### config.mk
export PLATFORM = sky130hd
export DESIGN_NAME = mem_access
export DESIGN_NICKNAME = d
export VERILOG_FILES = /design/src/rtl/mem_pkg.sv /design/src/rtl/mem_access_load_align.sv /design/src/rtl/mem_access.sv
export SDC_FILE = /design/constraint.sdc
export NUM_CORES = 1
export LEC_CHECK = 0
export CELL_PAD_IN_SITES_DETAIL_PLACEMENT = 1
export CELL_PAD_IN_SITES_GLOBAL_PLACEMENT = 1
export CORE_ASPECT_RATIO = 1.25
export CORE_MARGIN = 1.5
export CORE_UTILIZATION = 35
export DETAILED_ROUTE_END_ITERATION = 7
export GPL_TIMING_DRIVEN = 0
export PLACE_DENSITY_LB_ADDON = 0.2
export SLEW_MARGIN = 25
export SYNTH_ARGS = -nofsm -noshare
export SYNTH_HDL_FRONTEND = slang
export SYNTH_SLANG_ARGS = --single-unit
### constraint.sdc
create_clock -name clk -period 5.5 [get_ports clk]
set_input_delay 1.1 -clock clk [delete_from_list [all_inputs] [get_ports clk]]
set_output_delay 1.1 -clock clk [all_outputs]
set_load 0.02 [all_outputs]
### src/rtl/mem_pkg.sv
// mem_pkg: shared types and helpers for the memory-access stage.
//   mem_op_e : memory op codes (codes above SW decode to NONE)
//   state_e  : stage FSM states
//   BE_*     : byte-enable patterns used for store lane generation
package mem_pkg;

  typedef enum logic [3:0] {
    OP_NONE = 4'd0,
    OP_LB   = 4'd1,
    OP_LH   = 4'd2,
    OP_LW   = 4'd3,
    OP_LBU  = 4'd4,
    OP_LHU  = 4'd5,
    OP_SB   = 4'd6,
    OP_SH   = 4'd7,
    OP_SW   = 4'd8
  } mem_op_e;

  typedef enum logic {
    IDLE = 1'b0,
    WAIT = 1'b1
  } state_e;

  localparam logic [3:0] BE_B0  = 4'b0001;
  localparam logic [3:0] BE_LO  = 4'b0011;
  localparam logic [3:0] BE_HI  = 4'b1100;
  localparam logic [3:0] BE_ALL = 4'b1111;

  // Unused encodings behave as a plain ALU pass-through.
  function automatic mem_op_e decode_op(input logic [3:0] code);
    return (code > 4'd8) ? OP_NONE : mem_op_e'(code);
  endfunction

  function automatic logic is_load(input mem_op_e op);
    return op inside {OP_LB, OP_LH, OP_LW, OP_LBU, OP_LHU};
  endfunction

  function automatic logic is_store(input mem_op_e op);
    return op inside {OP_SB, OP_SH, OP_SW};
  endfunction

  function automatic logic misaligned(input mem_op_e op, input logic [1:0] off);
    case (op)
      OP_LH, OP_LHU, OP_SH: return off[0];
      OP_LW, OP_SW:         return off != 2'b00;
      default:              return 1'b0;
    endcase
  endfunction

endpackage

### src/rtl/mem_access_load_align.sv
// load_align: selects and extends the addressed byte/half of a read word.
//   rdata : raw 32-bit word from memory
//   off   : address bits [1:0] of the load
//   op    : load op code
//   data  : formatted 32-bit load result
module load_align
  import mem_pkg::*;
(
  input  logic [31:0] rdata,
  input  logic [1:0]  off,
  input  mem_op_e     op,
  output logic [31:0] data
);

  logic [31:0] shifted;
  logic [7:0]  b;
  logic [15:0] h;

  always_comb begin
    shifted = rdata >> {off, 3'b000};
    b       = shifted[7:0];
    h       = off[1] ? rdata[31:16] : rdata[15:0];
    case (op)
      OP_LB:   data = {{24{b[7]}}, b};
      OP_LBU:  data = {24'b0, b};
      OP_LH:   data = {{16{h[15]}}, h};
      OP_LHU:  data = {16'b0, h};
      default: data = rdata;
    endcase
  end

endmodule

### src/rtl/mem_access.sv
// mem_access: memory-access pipeline stage between execute and writeback.
//   in_*      : instruction from execute (held by upstream while busy)
//   busy      : stage has a memory transaction outstanding
//   mem_*     : data-memory req/ack handshake; req held until ack
//   out_*     : registered result to writeback; out_valid/out_exc are pulses
module mem_access
  import mem_pkg::*;
#(
  parameter int AW = 32,
  parameter int DW = 32
) (
  input  logic          clk,
  input  logic          rst,
  input  logic          in_valid,
  input  logic [3:0]    in_op,
  input  logic [4:0]    in_index,
  input  logic [DW-1:0] in_alu,
  input  logic [DW-1:0] in_store,
  output logic          busy,
  output logic          mem_req,
  output logic          mem_we,
  output logic [AW-1:0] mem_addr,
  output logic [DW-1:0] mem_wdata,
  output logic [3:0]    mem_be,
  input  logic          mem_ack,
  input  logic [DW-1:0] mem_rdata,
  output logic          out_valid,
  output logic          out_sel,
  output logic [4:0]    out_index,
  output logic [DW-1:0] out_ex,
  output logic [DW-1:0] out_mem,
  output logic          out_exc
);

  state_e        state_q, state_d;
  mem_op_e       op_in, op_q;
  logic [1:0]    off_q;
  logic [4:0]    idx_q;
  logic          acc, misal;
  logic [DW-1:0] wdata_d;
  logic [3:0]    be_d;
  logic [31:0]   ld_data;

  assign op_in   = decode_op(in_op);
  assign acc     = is_load(op_in) | is_store(op_in);
  assign misal   = misaligned(op_in, in_alu[1:0]);
  assign busy    = (state_q == WAIT);
  assign mem_req = busy;

  // Store lanes: data is replicated so the byte enables alone pick the lane.
  always_comb begin
    wdata_d = in_store;
    be_d    = BE_ALL;
    case (op_in)
      OP_SB: begin
        wdata_d = {4{in_store[7:0]}};
        be_d    = BE_B0 << in_alu[1:0];
      end
      OP_SH: begin
        wdata_d = {2{in_store[15:0]}};
        be_d    = in_alu[1] ? BE_HI : BE_LO;
      end
      default: ;
    endcase
  end

  always_comb begin
    state_d = state_q;
    case (state_q)
      IDLE: if (in_valid && acc && !misal) state_d = WAIT;
      WAIT: if (mem_ack) state_d = IDLE;
      default: state_d = IDLE;
    endcase
  end

  always_ff @(posedge clk) begin
    if (!rst) state_q <= IDLE;
    else      state_q <= state_d;
  end

  load_align u_align (
    .rdata (mem_rdata),
    .off   (off_q),
    .op    (op_q),
    .data  (ld_data)
  );

  always_ff @(posedge clk) begin
    if (!rst) begin
      mem_we    <= 1'b0;
      mem_addr  <= '0;
      mem_wdata <= '0;
      mem_be    <= '0;
      op_q      <= OP_NONE;
      off_q     <= '0;
      idx_q     <= '0;
      out_valid <= 1'b0;
      out_sel   <= 1'b0;
      out_index <= '0;
      out_ex    <= '0;
      out_mem   <= '0;
      out_exc   <= 1'b0;
    end else begin
      out_valid <= 1'b0;
      out_exc   <= 1'b0;
      case (state_q)
        IDLE: if (in_valid) begin
          if (acc && misal) begin
            out_exc <= 1'b1;
          end else if (acc) begin
            mem_we    <= is_store(op_in);
            mem_addr  <= {in_alu[AW-1:2], 2'b00};
            mem_wdata <= wdata_d;
            mem_be    <= be_d;
            op_q      <= op_in;
            off_q     <= in_alu[1:0];
            idx_q     <= in_index;
          end else begin
            out_valid <= 1'b1;
            out_sel   <= 1'b1;
            out_index <= in_index;
            out_ex    <= in_alu;
          end
        end
        WAIT: if (mem_ack && !mem_we) begin
          out_valid <= 1'b1;
          out_sel   <= 1'b0;
          out_index <= idx_q;
          out_mem   <= ld_data;
        end
        default: ;
      endcase
    end
  end

endmodule

* Word-level counts from Yosys, hierarchy flattened
Index checks and enable logic that the tools add are counted.
** Cells by class
- Order comparisons :: 1
- Eq/ne operators :: 16
- Shift-type cells :: 2
- Multiplexer cells :: 26
- Bitwise gates (word level) :: 6
- Reduce and logical (&&, ||, !) cells :: 16
** Operator list (number)
- one-hot mux 32 bit (4 select lines) :: 1
- one-hot mux 32 bit (2 select lines) :: 1
- >> shifter 32 x 5 -> 8 bit :: 1
- equality test 4 x 3 -> 1 bit, second input constant :: 6
- 2-to-1 mux 5 bit :: 4
- 2-to-1 mux 16 bit :: 1
- equality test 4 x 2 -> 1 bit, second input constant :: 3
- AND reduction 4 bit :: 3
- 2-to-1 mux 1 bit :: 11
- one-hot mux 5 bit (2 select lines) :: 1
- equality test 4 x 1 -> 1 bit, second input constant :: 2
- 2-to-1 mux 4 bit :: 2
- one-hot mux 1 bit (2 select lines) :: 4
- one-hot mux 4 bit (2 select lines) :: 1
- inequality test 2 bit, second input constant :: 3
- OR reduction 3 bit :: 2
- inverter 1 bit :: 5
- nonzero test 5 bit :: 1
- equality test 4 bit, second input constant :: 1
- > comparator 4 bit, second input constant :: 1
- logical AND 1 bit :: 4
- left shift 1 x 2 -> 4 bit, first input constant :: 1
- nonzero test 3 bit :: 1
- logical NOT 1 bit :: 2
- 5 further kinds :: 5
** Word-level totals
- Flip-flop bits (word level) :: 151
- Input bits :: 109
- Output and inout bits :: 143
- Logic and storage cells :: 81

* Depth between registers and ports, before layout
Gate-level depths: netlist of the first run.
- Depth in word-level cells :: 9
- Mapped depth :: 9

* Modules after synthesis
A second synthesis of the first run with hierarchy kept.
** Unflattened totals
- Cell total of the unflattened synthesis :: 806
- Area, all modules :: 6814.0 um^2
** Modules (own cells, without submodules)
- mem_access :: instances 1, cells each 714, area an instance 6115.9 um^2, seq. area each 3022.9 um^2
- load_align :: instances 1, cells each 92, area an instance 698.2 um^2, seq. area each 0.0 um^2

* Worst setup path before layout of the first run
Ideal clock, no wire load.
- Path type :: in2reg
- From :: in in_op[1]
- To :: reg off_q[0]
- Setup time :: 0.067 ns
- Data arrival time :: 2.496 ns
- Required time :: 5.433 ns
- Setup slack :: 2.936 ns
- Stages on the path :: 9
- Buffers on the path :: 4
- Cells stage by stage :: buf_2 o31a_1 nor3_2 o211a_1 buf_6 buf_6 buf_6 nand3_2 o21ai_2
** Between the ends
- Word-level cells in the longest chain between the ends :: 8
- Elaborated cells on any way between the ends :: 19
** RTL lines
- start: declaration :: RTL line mem_access.sv:15 : input logic [3:0] in_op,
- > comparator 4 bit :: RTL line mem_pkg.sv:31 : return (code > 4'd8) ? OP_NONE : mem_op_e'(code);
- 2-to-1 mux 4 bit * :: RTL line mem_pkg.sv:31
- equality test 4 x 2 -> 1 bit (tied with other cells) :: RTL line mem_pkg.sv:35, mem_pkg.sv:43
- OR reduction 3 bit (tied with other cells) :: RTL line mem_pkg.sv:43 : case (op)
- one-hot mux 1 bit (2 select lines) / bitwise OR 1 bit (equally long branches) :: RTL line mem_pkg.sv:43, mem_access.sv:45
- logical AND 1 bit :: RTL line mem_access.sv:108 : if (acc && misal) begin
- inverter 1 bit (no line)
- AND reduction 4 bit (no line) *
- end signal: assignment :: RTL line mem_access.sv:116 : off_q <= in_alu[1:0];
- end: declaration :: RTL line mem_access.sv:37 : logic [1:0] off_q;
Mark *: on every way between the ends. The rest lies on a longest branch, timed or not.
A chain may end at the register's enable or synchronous reset.

* Final worst setup path of the first run
- From :: in in_op[0]
- To :: reg off_q[0]
The elaborated chain is that of the path after synthesis.

==> metrics.md, run 1 <==
| Metric | Value |
|---|---|
| Status | `complete, no violations` |
| Setup bufs post-CTS | `0` |
| Vias in the first global route | `7236` |
| Nets@finish | `1177` |
| RD Place Congestion | `0.824` |
| CTS tree | `yes` |
| CP bufs+invs | `5` |
| DR vias | `6996` |
| Worst Hold Class | `reg2reg` |
| CP arrival | `3.37 ns` |
| Final setup TNS | `0 ns` |
| Pwr Density | `292 mW/mm^2` |
| Final std cells w/o fill | `1314` |
| WL/cell | `19.3 um` |
| Max-cap viol count | `0` |
| Fin Hold WS | `0.452 ns` |
| Clock buffer depth | `2` |
| Placed inst area | `0.00953 mm^2` |
| Number of cells on the critical path | `10` |
| Most frequent cells in the layout | `clkdlybuf4s50_1, nand2_1, dfxtp_1` |
| Placed instance count | `1281` |
| First-pass GRT wire length | `39.1 mm` |
| Clock skew | `0.00943 ns` |
| Synthesis Warnings | `0` |
| Synth top area share | `44.6%` |
| Slew at the pin closest to its max-slew limit | `0.670 ns` |
| Total global-route track usage | `25.1%` |
| Top cells by area, synth | `dfxtp_1, nand2_1, o21ai_0, o211a_1, nand3_1` |
| Crit-path cells | `clkdlybuf4s50_1, buf_4, and4b_1, a211oi_1, o211a_1, buf_6, buf_6, buf_6, nand3_2, o21ai_2` |
| Hold buffers post-CTS | `0` |
| CP Capture Type | `register` |
| Area of the multi-input gates | `0.00338 mm^2` |
| Die Y | `158 um` |
| Mapped cell area | `0.00677 mm^2` |
| Post-synthesis cell count | `802` |
| Reg area | `0.00302 mm^2` |
| Latest clock arrival within the worst-skew pair | `0.43 ns` |
| Sequential element share of the synthesized area | `44.6%` |
| Crit path kind | `in2reg` |
| Top Ports | `252` |
| Tcrit/Tclk final | `54.7%` |
| CP peak stage delay | `0.51 ns` |
| DR pass1 iterations | `4` |
| DIE AREA | `0.0202 mm^2` |
| Final setup violating endpoints | `0` |
| Cell Rows | `56` |
| CP max FO | `10` |
| Reg2Reg Depth | `6` |
| Chip width | `127 um` |
| Number of port buffers | `246` |
| Routed WL | `25.4 mm` |
| DRT antenna net count | `0` |
| Leakage | `3.86 nW` |
| Share of layout cells above drive strength 1 | `9.99%` |
| Worst rel slew slack | `55.3%` |
| Final hold vios | `0` |
| Area delta synth->final | `49.6%` |
| Residual DRC count | `0` |
| Initial Util | `35.9%` |
| Synth Area per Inst | `8.44 um^2` |
| Initial antenna violation count | `0` |
| Startpoint Class | `primary input` |
| Post-detail-place hpwl | `19.4 mm` |
| Top_reg_cell synth | `dfxtp_1` |
| Core area | `0.0188 mm^2` |
| Number of H-tree levels | `4` |
| WHS Path Cells | `2` |
| FF+latch count, synth | `151` |
| Max-slew violations | `0` |
| Peak Freq | `0.332 GHz` |
| RSZ-0062 raised after global routing | `no` |
| Filler cells | `2197` |
| First DRT Iteration DRCs | `264` |
| Crit path required time | `5.86 ns` |
| Cell mode on critical path | `buf_6` |
| Commonest non-fill, non-tap cell in the layout | `clkdlybuf4s50_1` |
| Clk root buf | `clkbuf_16` |
| Clock transition at path regs | `0.06 ns` |
| Routed vias/inst | `5.32` |
| Post-synth EDFFs | `0` |
| Slowest cell on the critical path | `clkdlybuf4s50_1` |
| Asr flop ratio synth | `0%` |
| Synth unique cells | `54` |
| VDD IR max | `0.201 mV` |
| Largest net degree at the start of global routing | `17` |
| Min Tclk post-route | `3.01 ns` |
| Clk sinks | `151` |
| Delay-heaviest family, CP | `buffers and inverters` |
| PostCTS Resize Cnt | `0` |
| CTS buffer count | `17` |
| Cell taking the most area after synthesis | `dfxtp_1` |
| Design area | `0.0101 mm^2` |
| Pwr Total | `2.96 mW` |
| Remaining Overflow, GRT | `0` |
-- kinds of logic after synthesis --
group	synth area share, %
AO/OA/AOI/OAI	23.0
XOR/XNOR	0.259
buffers and inverters	5.51
flip-flops	44.6
multiplexers	3.77
other	0.0554
AND/OR/NAND/NOR	22.7
-- cell usage after synthesis, types with 4 or more instances --
library cell  instances
nand2_1             207
dfxtp_1             151
o21ai_0              58
nand3_1              44
clkbuf_1             43
a21boi_1             29
a21oi_1              25
o211a_1              24
mux2i_1              21
nand3_2              20
nor2_1               20
o21ai_2              20
buf_2                18
o21ai_1              15
o2111ai_1            11
a31oi_1               8
nand3b_1              8
a211oi_1              7
o41ai_1               6
buf_4                 5
buf_6                 5
o211ai_1              5
inv_1                 4
-- layer usage --
metal | up-vias | GRT usage (%) | wire (um) | part of all wire [%]
met5 | - | 0 | 0 | 0
met2 | 233 | 45.6 | 12900 | 51
met3 | 42 | 5.54 | 1550 | 6.1
met4 | 0 | 9.31 | 594 | 2.3
li1 | 3332 | - | - | -
met1 | 3389 | 28.8 | 10400 | 41
-- tightest hold or removal path: stages (launching register included) --
cell and delay (ns):
dfxtp_1 0.31, nand2_1 0.05, a21boi_1 0.05
-- sequential cells by signal, summed over array words and instances (netlist names), 4 cells and up --
register / cells
op_q: 4
idx_q: 5
mem_addr: 30
out_mem: 32
mem_be: 4
out_index: 5
mem_wdata: 32
out_ex: 32
-- area by class of cell --
type                    instances  area share [%]
plain buffers                  74            3.53
repair buffers                246            24.3
diodes                          1          0.0247
inverters                       4           0.148
multi-input cells             574            33.3
clock inverters                13            1.67
clock buffers                  19            4.27
well taps                     232            2.87
flip-flops and latches        151            29.8
-- final timing paths --
kind / from / endpoint / slack, ns
worst max register to register: busy / out_mem[4] / 3.30
worst max-delay path: in_op[0] / off_q[0] / 2.49
worst min register to register: out_ex[19] / out_ex[19] / 0.45
worst min-delay path: out_ex[19] / out_ex[19] / 0.45
-- power breakdown --
group | internal [mW] | switching, mW | total [mW]
clock | 0.719 | 0.490 | 1.21
combinational | 0.253 | 0.307 | 0.560
sequential | 1.16 | 0.0363 | 1.19
-- per-stage QoR --
step	util [%]	setup WS, ns
global placement	50.5	2.06
floorplan	-	2.94
CTS	53.7	2.51
detailed placement	50.5	2.06
global route	53.7	2.38
finish	53.8	2.49
Power figures use the tool's default switching activity.
==> run 2, diff against run 1 <==
--- a/config.mk
+++ b/config.mk
@@ -9,7 +9,7 @@
 export CELL_PAD_IN_SITES_GLOBAL_PLACEMENT = 1
 export CORE_ASPECT_RATIO = 1.25
 export CORE_MARGIN = 1.5
-export CORE_UTILIZATION = 35
+export CORE_UTILIZATION = 32
 export DETAILED_ROUTE_END_ITERATION = 7
 export GPL_TIMING_DRIVEN = 0
 export PLACE_DENSITY_LB_ADDON = 0.2
==> constraint.sdc (replaced) <==
create_clock -name clk -period 2.9 [get_ports clk]
set_input_delay 0.58 -clock clk [delete_from_list [all_inputs] [get_ports clk]]
set_output_delay 0.58 -clock clk [all_outputs]
set_load 0.02 [all_outputs]
==> run 2 against run 1 <==
Against the previous run:
- non-clock buffer count is the same
- sequential share of layout area down 0.22 points
- utilization fell by 4.7 points
- routed wire length fell by 0.87%
- final cell count up 3.3%
- via count shrank 2.3%
- first-iteration DRC count down 32%
- power grew 92%
- global-route usage shrank 2.3 points
- critical endpoint is now mem_addr[4]
- largest cell class unchanged
- largest power group unchanged
==> metrics.md, run 2 (synthesis gave the netlist of run 1 again) <==
| Metric | Value |
|---|---|
| DRT antenna net count | `0 (unchanged)` |
| Number of H-tree levels | `4 (unchanged)` |
| Final hold vios | `0 (unchanged)` |
| Largest regs | `mem_wdata x32, out_ex x32, out_mem x32 (unchanged)` |
| Initial antenna violation count | `2 (was 0)` |
| Clk root buf | `clkbuf_16 (unchanged)` |
| Clk sinks | `151 (unchanged)` |
| Setup bufs post-CTS | `0 (unchanged)` |
| Fin Hold WS | `0.449 ns (was 0.452 ns)` |
| Delay-heaviest family, CP | `buffers and inverters (unchanged)` |
| CTS buffer count | `17 (unchanged)` |
| Number of port buffers | `246 (unchanged)` |
| Routed vias/inst | `5.04 (was 5.32)` |
| Status | `complete, no violations (unchanged)` |
| Residual DRC count | `0 (unchanged)` |
| Worst Hold Class | `reg2reg (unchanged)` |
| PostCTS Resize Cnt | `0 (unchanged)` |
| Vias in the first global route | `7103 (was 7236)` |
| CP Capture Type | `register (unchanged)` |
| Max-cap viol count | `0 (unchanged)` |
| WL/cell | `18.6 um (was 19.3 um)` |
| Pwr Density | `557 mW/mm^2 (was 292 mW/mm^2)` |
| Clock transition at path regs | `0.06 ns (about the same)` |
| Most frequent cells in the layout | `clkdlybuf4s50_1, nand2_1, dfxtp_1 (unchanged)` |
| Slew at the pin closest to its max-slew limit | `0.660 ns (was 0.670 ns)` |
| CP max FO | `10 (unchanged)` |
| Slowest cell on the critical path | `clkdlybuf4s50_1 (unchanged)` |
| Crit path required time | `3.18 ns (was 5.86 ns)` |
| VDD IR max | `0.402 mV (was 0.201 mV)` |
| Total global-route track usage | `22.8% (was 25.1%)` |
| DR pass1 iterations | `4 (unchanged)` |
| Peak Freq | `0.402 GHz` |
| RSZ-0062 raised after global routing | `no (unchanged)` |
| DR vias | `6835 (was 6996)` |
| Clock buffer depth | `2 (unchanged)` |
| Chip width | `133 um (was 127 um)` |
| Largest net degree at the start of global routing | `17 (unchanged)` |
| Share of layout cells above drive strength 1 | `10.1% (was 9.99%)` |
| Top Ports | `252 (unchanged)` |
| Initial Util | `32.5% (was 35.9%)` |
| Nets@finish | `1177 (unchanged)` |
| Latest clock arrival within the worst-skew pair | `0.42 ns (was 0.43 ns)` |
| Max-slew violations | `0 (unchanged)` |
| Commonest non-fill, non-tap cell in the layout | `clkdlybuf4s50_1 (unchanged)` |
| Hold buffers post-CTS | `0 (unchanged)` |
| Startpoint Class | `primary input (unchanged)` |
| Final setup TNS | `0 ns (unchanged)` |
| Core area | `0.0208 mm^2 (was 0.0188 mm^2)` |
| CP bufs+invs | `3 (was 5)` |
| First-pass GRT wire length | `39.5 mm (was 39.1 mm)` |
| Die Y | `166 um (was 158 um)` |
| Worst rel slew slack | `56.0% (was 55.3%)` |
| Remaining Overflow, GRT | `0 (unchanged)` |
| CP peak stage delay | `0.50 ns (was 0.51 ns)` |
| Area delta synth->final | `50.8% (was 49.6%)` |
| First DRT Iteration DRCs | `179 (was 264)` |
| RD Place Congestion | `0.854 (was 0.824)` |
| Tcrit/Tclk final | `85.8%` |
| Leakage | `3.87 nW (was 3.86 nW)` |
| Crit-path cells | `clkdlybuf4s50_1, buf_4, and4b_1, a211oi_1, o211a_1, clkbuf_1, o21ai_0 (was clkdlybuf4s50_1, buf_4, and4b_1, a211oi_1, o211a_1, buf_6, buf_6, buf_6, nand3_2, o21ai_2)` |
| Crit path kind | `in2reg (unchanged)` |
| Post-detail-place hpwl | `19.5 mm (was 19.4 mm)` |
| CP arrival | `2.77 ns (was 3.37 ns)` |
| Cell Rows | `59 (was 56)` |
| Final setup violating endpoints | `0 (unchanged)` |
| Filler cells | `2452 (was 2197)` |
| Pwr Total | `5.68 mW (was 2.96 mW)` |
| Clock skew | `0.00837 ns (was 0.00943 ns)` |
| Routed WL | `25.2 mm (was 25.4 mm)` |
| DIE AREA | `0.0220 mm^2 (was 0.0202 mm^2)` |
| Min Tclk post-route | `2.49 ns` |
| CTS tree | `yes (unchanged)` |
run 2: worst paths after layout:
kind                 from           end  slack [ns]  cells past startpoint
min          mem_addr[10]  mem_addr[10]        0.45                      2
max              in_op[0]   mem_addr[4]        0.41                      7
min reg2reg  mem_addr[10]  mem_addr[10]        0.45                      2
max reg2reg          busy    out_mem[0]        0.74                      6
run 2: per-stage QoR:
stage               instance area (um^2)  setup WS, ns  cells  utilization [%]
floorplan                           6770         0.856    803                -
global placement                    9580       -0.0308   1323             46.0
detailed placement                  9580       -0.0320   1323             46.0
CTS                                10200         0.408   1355             49.0
global route                       10200         0.272   1357             49.0
finish                             10200         0.412   1357             49.0
run 2: layout make-up:
| type | instances | area, um^2 | area share (%) |
|---|---|---|---|
| multi-input combinational | 574 | 3380 | 33.1 |
| sequential | 151 | 3020 | 29.6 |
| timing repair buffer | 246 | 2460 | 24.1 |
| clock buffer | 20 | 457 | 4.47 |
| buffer | 74 | 358 | 3.51 |
| tap | 274 | 343 | 3.36 |
| clock inverter | 12 | 166 | 1.63 |
| inverter | 4 | 15.0 | 0.147 |
| antenna | 2 | 5.00 | 0.0490 |
run 2: report_power, final:
group,total (mW),switching (mW),internal [mW],leakage [nW]
clock network,2.37,0.953,1.42,0.298
registers,2.26,0.0685,2.19,1.23
logic,1.05,0.573,0.480,2.34
run 2: tightest hold or removal path: stages, from the launching register on:
cell and delay (ns):
dfxtp_1 0.31, nand2_1 0.05, o21ai_1 0.05
run 2: per-layer routing:
layer	GRT usage (%)	up-vias	routed length (um)
met3	5.23	28	1350
met5	0	-	0
met1	27.1	3278	10700
met2	40.2	195	12600
li1	-	3334	-
met4	7.89	0	537
